### src/rtl/instr_mem_loader_if.sv
// Byte-stream load / instruction-memory write bundle for instr_mem_loader.
// The checksum signal exists only when LOADER_CHECKSUM_EN is defined.
interface instr_mem_loader_if #(
  parameter int unsigned ADDR_W = 8
);
  logic              start;
  logic [ADDR_W:0]   load_words;
  logic              byte_valid;
  logic [7:0]        byte_data;
  logic              byte_ready;
  logic              mem_we;
  logic [31:0]       mem_addr;
  logic [31:0]       mem_wdata;
  logic              busy;
  logic              cpu_hold;
  logic              done;
`ifdef LOADER_CHECKSUM_EN
  logic [31:0]       checksum;

  modport slave (
    input  start, load_words, byte_valid, byte_data,
    output byte_ready, mem_we, mem_addr, mem_wdata, busy, cpu_hold, done, checksum
  );
  modport master (
    output start, load_words, byte_valid, byte_data,
    input  byte_ready, mem_we, mem_addr, mem_wdata, busy, cpu_hold, done, checksum
  );
`else
  modport slave (
    input  start, load_words, byte_valid, byte_data,
    output byte_ready, mem_we, mem_addr, mem_wdata, busy, cpu_hold, done
  );
  modport master (
    output start, load_words, byte_valid, byte_data,
    input  byte_ready, mem_we, mem_addr, mem_wdata, busy, cpu_hold, done
  );
`endif
endinterface

### src/rtl/instr_mem_loader.sv
// Loads a little-endian byte stream into instruction memory word by word, holding the CPU meanwhile.
// Optional running sum of written words enabled by LOADER_CHECKSUM_EN.
module instr_mem_loader #(
  parameter int unsigned ADDR_W = 8
) (
  input  logic              clk,
  input  logic              reset,
  instr_mem_loader_if.slave bus
);
  localparam int unsigned CNT_W = ADDR_W + 1;
  localparam logic [CNT_W-1:0] MAX_WORDS = {1'b1, {ADDR_W{1'b0}}};

  typedef enum logic [1:0] {
    S_IDLE    = 2'd0,
    S_COLLECT = 2'd1,
    S_WRITE   = 2'd2,
    S_DONE    = 2'd3
  } state_t;

  state_t             r_state;
  state_t             w_state_next;
  logic               w_start_acc;
  logic               w_hs;
  logic               w_last_byte;
  logic [CNT_W-1:0]   w_count_clamped;

  logic [CNT_W-1:0]   r_remaining;
  logic [ADDR_W-1:0]  r_index;
  logic [1:0]         r_lane;
  logic [23:0]        r_word;
  logic               r_byte_ready;
  logic               r_mem_we;
  logic               r_busy;
  logic               r_done;
  logic [31:0]        r_mem_addr;
  logic [31:0]        r_mem_wdata;

  // Oversized requests are clamped to memory capacity so the address never wraps.
  assign w_count_clamped = (bus.load_words > MAX_WORDS) ? MAX_WORDS : bus.load_words;

  always_ff @(posedge clk) begin
    if (!reset) r_state <= S_IDLE;
    else        r_state <= w_state_next;
  end

  always_comb begin
    w_state_next = r_state;
    w_start_acc  = 1'b0;
    w_hs         = 1'b0;
    w_last_byte  = 1'b0;
    case (r_state)
      S_IDLE: begin
        if (bus.start) begin
          w_start_acc  = 1'b1;
          w_state_next = (bus.load_words == '0) ? S_DONE : S_COLLECT;
        end
      end
      S_COLLECT: begin
        w_hs        = bus.byte_valid && r_byte_ready;
        w_last_byte = w_hs && (r_lane == 2'd3);
        if (w_last_byte) w_state_next = S_WRITE;
      end
      S_WRITE:  w_state_next = (r_remaining == CNT_W'(1)) ? S_DONE : S_COLLECT;
      S_DONE:   w_state_next = S_IDLE;
      default:  w_state_next = S_IDLE;
    endcase
  end

  // Datapath and outputs, registered from the next-state decode.
  always_ff @(posedge clk) begin
    if (!reset) begin
      r_remaining  <= '0;
      r_index      <= '0;
      r_lane       <= '0;
      r_word       <= '0;
      r_byte_ready <= 1'b0;
      r_mem_we     <= 1'b0;
      r_busy       <= 1'b0;
      r_done       <= 1'b0;
      r_mem_addr   <= '0;
      r_mem_wdata  <= '0;
    end else begin
      if (w_start_acc) begin
        r_index     <= '0;
        r_lane      <= '0;
        r_remaining <= w_count_clamped;
      end
      if (w_hs) begin
        r_lane <= r_lane + 2'd1;
        case (r_lane)
          2'd0:    r_word[7:0]   <= bus.byte_data;
          2'd1:    r_word[15:8]  <= bus.byte_data;
          2'd2:    r_word[23:16] <= bus.byte_data;
          default: ;
        endcase
      end
      // The fourth byte goes straight into the write word, bypassing r_word.
      if (w_last_byte) begin
        r_mem_addr  <= 32'({r_index, 2'b00});
        r_mem_wdata <= {bus.byte_data, r_word};
      end
      if (r_state == S_WRITE) begin
        r_index     <= r_index + ADDR_W'(1);
        r_remaining <= r_remaining - CNT_W'(1);
        r_lane      <= '0;
      end
      r_byte_ready <= (w_state_next == S_COLLECT);
      r_mem_we     <= (w_state_next == S_WRITE);
      r_busy       <= (w_state_next != S_IDLE);
      r_done       <= (w_state_next == S_DONE);
    end
  end

  assign bus.byte_ready = r_byte_ready;
  assign bus.mem_we     = r_mem_we;
  assign bus.mem_addr   = r_mem_addr;
  assign bus.mem_wdata  = r_mem_wdata;
  assign bus.busy       = r_busy;
  assign bus.cpu_hold   = r_busy;
  assign bus.done       = r_done;

`ifdef LOADER_CHECKSUM_EN
  logic [31:0] r_checksum;

  // Sum lands the cycle after each write strobe, so it is final while done is high.
  always_ff @(posedge clk) begin
    if (!reset)           r_checksum <= '0;
    else if (w_start_acc) r_checksum <= '0;
    else if (r_mem_we)    r_checksum <= r_checksum + r_mem_wdata;
  end

  assign bus.checksum = r_checksum;
`endif

endmodule

### src/flat_wrapper.sv
// flat-port wrapper written by rule: the top's interface ports become plain ports
module instr_mem_loader_flat 
#(
  parameter int unsigned ADDR_W = 8
)
  (clk, reset, bus_start, bus_load_words, bus_byte_valid, bus_byte_data, bus_byte_ready, bus_mem_we, bus_mem_addr, bus_mem_wdata, bus_busy, bus_cpu_hold, bus_done);
  instr_mem_loader_if #(.ADDR_W(ADDR_W)) bus_i ();
  input  logic clk;
  input  logic reset;
  input wire logic [$bits(bus_i.start)-1:0] bus_start;
  input wire logic [$bits(bus_i.load_words)-1:0] bus_load_words;
  input wire logic [$bits(bus_i.byte_valid)-1:0] bus_byte_valid;
  input wire logic [$bits(bus_i.byte_data)-1:0] bus_byte_data;
  output wire logic [$bits(bus_i.byte_ready)-1:0] bus_byte_ready;
  output wire logic [$bits(bus_i.mem_we)-1:0] bus_mem_we;
  output wire logic [$bits(bus_i.mem_addr)-1:0] bus_mem_addr;
  output wire logic [$bits(bus_i.mem_wdata)-1:0] bus_mem_wdata;
  output wire logic [$bits(bus_i.busy)-1:0] bus_busy;
  output wire logic [$bits(bus_i.cpu_hold)-1:0] bus_cpu_hold;
  output wire logic [$bits(bus_i.done)-1:0] bus_done;
  assign bus_i.start = bus_start;
  assign bus_i.load_words = bus_load_words;
  assign bus_i.byte_valid = bus_byte_valid;
  assign bus_i.byte_data = bus_byte_data;
  assign bus_byte_ready = bus_i.byte_ready;
  assign bus_mem_we = bus_i.mem_we;
  assign bus_mem_addr = bus_i.mem_addr;
  assign bus_mem_wdata = bus_i.mem_wdata;
  assign bus_busy = bus_i.busy;
  assign bus_cpu_hold = bus_i.cpu_hold;
  assign bus_done = bus_i.done;
  instr_mem_loader #(.ADDR_W(ADDR_W)) u_core (.clk(clk), .reset(reset), .bus(bus_i));
endmodule
### config.mk
export PLATFORM = sky130hd
export DESIGN_NAME = instr_mem_loader_flat
export DESIGN_NICKNAME = d
export VERILOG_FILES = /design/src/rtl/instr_mem_loader_if.sv /design/src/rtl/instr_mem_loader.sv /design/src/flat_wrapper.sv
export SDC_FILE = /design/constraint.sdc
export NUM_CORES = 1
export LEC_CHECK = 0
export ABC_AREA = 1
export ABC_CLOCK_PERIOD_IN_PS = 1100
export CORE_UTILIZATION = 45
export DETAILED_ROUTE_END_ITERATION = 10
export PLACE_DENSITY = 0.73
export SYNTH_ARGS = -nofsm -noshare
export SYNTH_HDL_FRONTEND = slang
export SYNTH_SLANG_ARGS = --single-unit
### constraint.sdc
create_clock -name clk -period 1.1 [get_ports clk]
set_input_delay 0.11 -clock clk [delete_from_list [all_inputs] [get_ports clk]]
set_output_delay 0.11 -clock clk [all_outputs]
set_load 0.02 [all_outputs]
Word-level counts from Yosys, hierarchy flattened
Index checks and enable logic that the tools add are counted.

operators by class
  $add $sub $neg = 3
  magnitude comparators = 1
  equal/unequal tests = 10
  muxes and demuxes = 16
  bitwise gates (word level) = 1
  reductions and logical operators = 12

operators by type and width
  cell                   number
  $mux W9                3
  $mux W8                2
  $eq A2 B2 Y1 const B   6
  $mux W2                6
  $eq A9 B1 Y1 const B   1
  $gt A9 B9 Y1 const B   1
  $logic_not A9 Y1       1
  $sub A9 B1 Y9 const B  1
  $add A8 B1 Y8 const B  1
  $pmux W2 S4            1
  $eq A2 B1 Y1 const B   3
  $reduce_and A2 Y1      3
  $reduce_bool A2 Y1     3
  $logic_not A2 Y1       2
  $mux W1                4
  $add A2 B1 Y2 const B  1
  $logic_and A1 B1 Y1    2
  $reduce_or A2 Y1       1
  $not A1 Y1             1

storage, ports and cells
  bits in registers = 89
  output and inout bits = 69
  logic and storage cells = 56

Longest topological paths before layout
  depth in word-level cells = 5
  depth in mapped cells = 10
  mapped depth without buffers = 10

Worst setup path after synthesis
OpenSTA, ideal clock, no wires.

  path type = flip-flop to flip-flop
  from = register u_core.r_byte_ready, in the netlist u_core.bus.byte_ready
  to = register u_core.r_mem_wdata[24], in the netlist u_core.bus.mem_wdata[24]
  arrival = 1.230 ns
  data required time = 0.984 ns
  path slack = -0.246 ns
  cell stages (with the launch flop) = 7
  path buffers = 1
  period minus slack after synthesis = 1.346 ns
  cell sequence = dfxtp_1 nand2_1 nor3_4 nand2_1 clkbuf_1 o21ai_0 nor2_1

between the ends
  word-level cells in the longest chain between the ends = 3

RTL lines
  what                    line                     source
  start, declared         instr_mem_loader.sv:31   logic r_byte_ready;
  start signal, assigned  instr_mem_loader.sv:107  r_byte_ready <= (w_state_next == S_COLLECT);
  $logic_and A1 B1 Y1     instr_mem_loader.sv:59   w_hs = bus.byte_valid && r_byte_ready;
  $logic_and A1 B1 Y1     instr_mem_loader.sv:60   w_last_byte = w_hs && (r_lane == 2'd3);
  $mux W1                 instr_mem_loader.sv:51   case (r_state)
  end signal, assigned    instr_mem_loader.sv:100  r_mem_wdata <= {bus.byte_data, r_word};
  end, declared           instr_mem_loader.sv:36   logic [31:0] r_mem_wdata;

No other way between the ends.
A chain may end at the register's enable or synchronous reset.

Worst setup path after layout
  from = register u_core.r_byte_ready, in the netlist u_core.bus.byte_ready
  to = register u_core.r_word[13]

between the ends
  word-level cells in the longest chain between the ends = 3

RTL lines
  what                                line                    source
  $logic_and A1 B1 Y1                 instr_mem_loader.sv:59
  $mux W1                             instr_mem_loader.sv:51
  $reduce_and A2 Y1 (no source line)  n/a
  end signal, assigned                instr_mem_loader.sv:92  2'd1: r_word[15:8] <= bus.byte_data;
  end, declared                       instr_mem_loader.sv:30  logic [23:0] r_word;

No other way between the ends.

==> out/metrics.cfg <==
[routing]
vias_per_cell = 5.26
drc = 0
wl_per_cell_um = 15.4
first_pass_iters = 5
vias = 3912
drtAntennaViolNets = 0
wirelength_mm = 11.5
drt_iter0_markers = 291

[critical_path]
reg2reg_setup_slack_ns = -0.24
worstSetupPathType = reg2reg
cp.required_ns = 1.43
worstSetupStartpointType = register
crit_arrival_ns = 1.67
critPathSlowestCell = dfxtp_4
cp_max_fo = 10
crit_chain = nand2_4 > nor3_4 > buf_6 > clkbuf_16 > nand3_1 > a21oi_2
reg2reg_to = u_core.r_word[13]
reg2reg_from = u_core.bus.byte_ready
r2r_cells = 6
cpPeakStageDelay_ns = 0.36
cp-end-kind = register

[power_and_ir_drop]
power.density_nw_per_um2 = 1190
p_leak_nw = 2.37
ir_worst_vdd_uv = 937

[yosys]
netlist_area_um2 = 3840
yosys_warnings = 0
syn_inst = 533
synthDistinctLibCells = 23
yosys_register_bits = 89
yosysTopAreaCell = dfxtp_1
synthTopCellsByArea = dfxtp_1 46%, nor2_1 11%, nand2_1 8.9%, o21ai_0 6.9%, buf_4 6.1%
synth_top_area_frac = 0.464
syn-mean-instance-area_um2 = 7.21
ys_seq_area_frac = 0.464

[place]
dpl_cell_area_um2 = 4780
numPortBuffers = 65
dp_cells = 714
place_hpwl_mm = 6.26
gp_congestion = 0.922

[global_routing]
grt_max_degree = 32
grt_pass1_vias = 3572
grt_overflow = 0
antenna_found_initial = 0
track_usage = 0.242
grt_pass1_wl_mm = 16.6

[final_layout]
finalNonFillerCells = 744
n_antenna_cell = 0
regArea_um2 = 1800
fill_cells = 615
multiInputGateArea_um2 = 2260
postLayoutCellArea_um2 = 5660
drive_gt1_frac = 0.371
synthToLayoutAreaGrowth_pct = 47.3
layout.nets = 662

[sta]
clock_skew_ns = 0.0100
rsz0062_at_grt = yes
report.final.slew_viol_count = 0
fmax_ghz = 0.745
fin_ws_ns = -0.242
setup_viol = 88
min_period_ns = 1.34
hold_violations = 0
min_period_over_period = 1.22

[clocking]
ctsHtreeMaxLevel = 3
cts_buffer_depth = 2
cts_root_buffer = clkbuf_8
clock_sinks = 89
cts_tree = done
ctsHoldBuffers = 0
clk_pin_slew_worst_paths_ns = 0.10
clkLatencyLatePin_ns = 0.38
cts-buffers-inserted = 9

[min_path]
min_path_type = in2reg
hold_depth = 5
whs_endpoint = u_core.r_remaining[0]
hp-start = bus_load_words[0]

[status]
failed_checks = negative setup slack
status = finished, violations left

[job]
maxCapViolations = 0

[die]
io_pins = 90
die_w_um = 94.4
core_um2 = 8260
die_area_um2 = 8920
start_util = 0.465
dieHeight_um = 94.4
rows = 33

per-layer routing:
metal / share of wire / vias to the layer above / track usage
li1: - / 1878 / -
met3: 0.054 / 32 / 0.0475
met4: 0.034 / 0 / 0.129
met5: 0 / - / 0
met1: 0.43 / 1831 / 0.301
met2: 0.48 / 171 / 0.396
worst max path at each step:
stage                                      from  cells past startpoint                  endpoint
after floorplan           u_core.bus.byte_ready                      6  u_core.bus.mem_wdata[24]
after global placement           bus_byte_valid                      7    u_core.bus.mem_addr[2]
after detailed placement         bus_byte_valid                      7         u_core.r_word[12]
after CTS                 u_core.bus.byte_ready                      6    u_core.bus.mem_addr[2]
after global routing      u_core.bus.byte_ready                      6         u_core.r_word[22]
final                     u_core.bus.byte_ready                      6         u_core.r_word[13]
cell families (layout without fill, tap and decap cells):
logic type | count (synthesis) | count (layout) | synth area share
xor+xnor | 1 | 1 | 0.00228
fa+ha+maj | 7 | 7 | 0.0228
simple gates | 254 | 254 | 0.267
flops | 89 | 89 | 0.464
other cells | 1 | 24 | 0.000976
compound gates | 98 | 98 | 0.131
buf+inv | 83 | 166 | 0.113
placed cells by master, fill, tap and decap left out, types with 2 or more instances in the layout:
| cell | n |
|---|---|
| o21ai_1 | 37 |
| nand2_1 | 47 |
| buf_4 | 24 |
| nand3_1 | 35 |
| conb_1 | 24 |
| o21bai_1 | 2 |
| dfxtp_1 | 79 |
| nand4_1 | 2 |
| a21oi_2 | 21 |
| clkdlybuf4s50_1 | 20 |
| ha_4 | 3 |
| nand2_2 | 25 |
| clkbuf_16 | 2 |
| nand2_8 | 6 |
| nor2_4 | 6 |
| ha_1 | 3 |
| a21oi_1 | 19 |
| o21ai_0 | 4 |
| buf_2 | 44 |
| inv_4 | 3 |
| clkinv_8 | 2 |
| nand3_2 | 5 |
| dfxtp_2 | 7 |
| buf_16 | 3 |
| nor2_1 | 103 |
| buf_12 | 8 |
| clkinv_4 | 2 |
| nor2_2 | 8 |
| o21ai_2 | 11 |
| nand2_4 | 13 |
| buf_8 | 2 |
| inv_1 | 22 |
| inv_2 | 5 |
| buf_6 | 14 |
| bufinv_16 | 2 |
| clkbuf_8 | 9 |
| dfxtp_4 | 3 |
sequential cells by signal, indices dropped and copies added, names as in the netlist:
signal                 cells
u_core.bus.busy            1
u_core.bus.byte_ready      1
u_core.bus.done            1
u_core.bus.mem_addr        8
u_core.bus.mem_wdata      32
u_core.bus.mem_we          1
u_core.r_index             8
u_core.r_lane              2
u_core.r_remaining         9
u_core.r_state             2
u_core.r_word             24
worst max-delay path, delay by kind of cell, from the launching register on:
kind / cells / cell delay, ns
AOI/OAI and AO/OA: 1 / 0.17
buffers and inverters: 2 / 0.36
DFF: 1 / 0.36
and+or+nand+nor: 3 / 0.41
final cells by class:
cell class,instances,area share
Clock buffer,10,0.0225
Timing Repair Buffer,118,0.193
Clock inverter,6,0.0181
Inverter,32,0.0261
Tap cell,105,0.0232
Multi-Input combinational cell,384,0.399
Sequential cell,89,0.318
what timing repair did:
item / 4_1_cts / 5_1_grt
endpoints found under the setup margin: 134 / 121
gates cloned: 6 / 2
setup buffers: 5 / 2
pin swaps: 17 / 22
gates resized for setup: 249 / 125
synthesized netlist by cell type, drive strengths merged:
cell type,count
ha,7
buf,35
xor2,1
clkbuf,16
dfxtp,89
a21boi,1
nand3,41
clkinv,1
nand4,2
nor2,117
o21ai,53
nand2,91
conb,1
o21bai,2
a21oi,40
inv,31
a22oi,1
nand3b,1
nor3,2
o22ai,1
report_power, final:
part | internal [mW] | switching [mW] | total [mW] | leakage, nW
clock network | 1.32 | 1.28 | 2.59 | 0.114
registers | 3.25 | 0.0411 | 3.29 | 0.724
logic | 0.317 | 0.525 | 0.842 | 1.53
stage by stage:
step | worst slack, ns | power, mW | utilization | hold slack [ns] | TNS, ns
CTS | -0.192 | 6.59 | 0.668 | 0.386 | -12.02
global route | -0.326 | 6.92 | 0.685 | 0.405 | -21.60
detailed placement | -0.502 | 3.98 | 0.579 | 0.452 | -34.60
floorplan | -0.0844 | 3.80 | - | 0.256 | -2.56
finish | -0.242 | 6.73 | 0.685 | 0.383 | -14.23
global placement | -0.436 | 3.96 | 0.579 | 0.448 | -30.52
No activity file was read; power rests on OpenSTA's default activity.
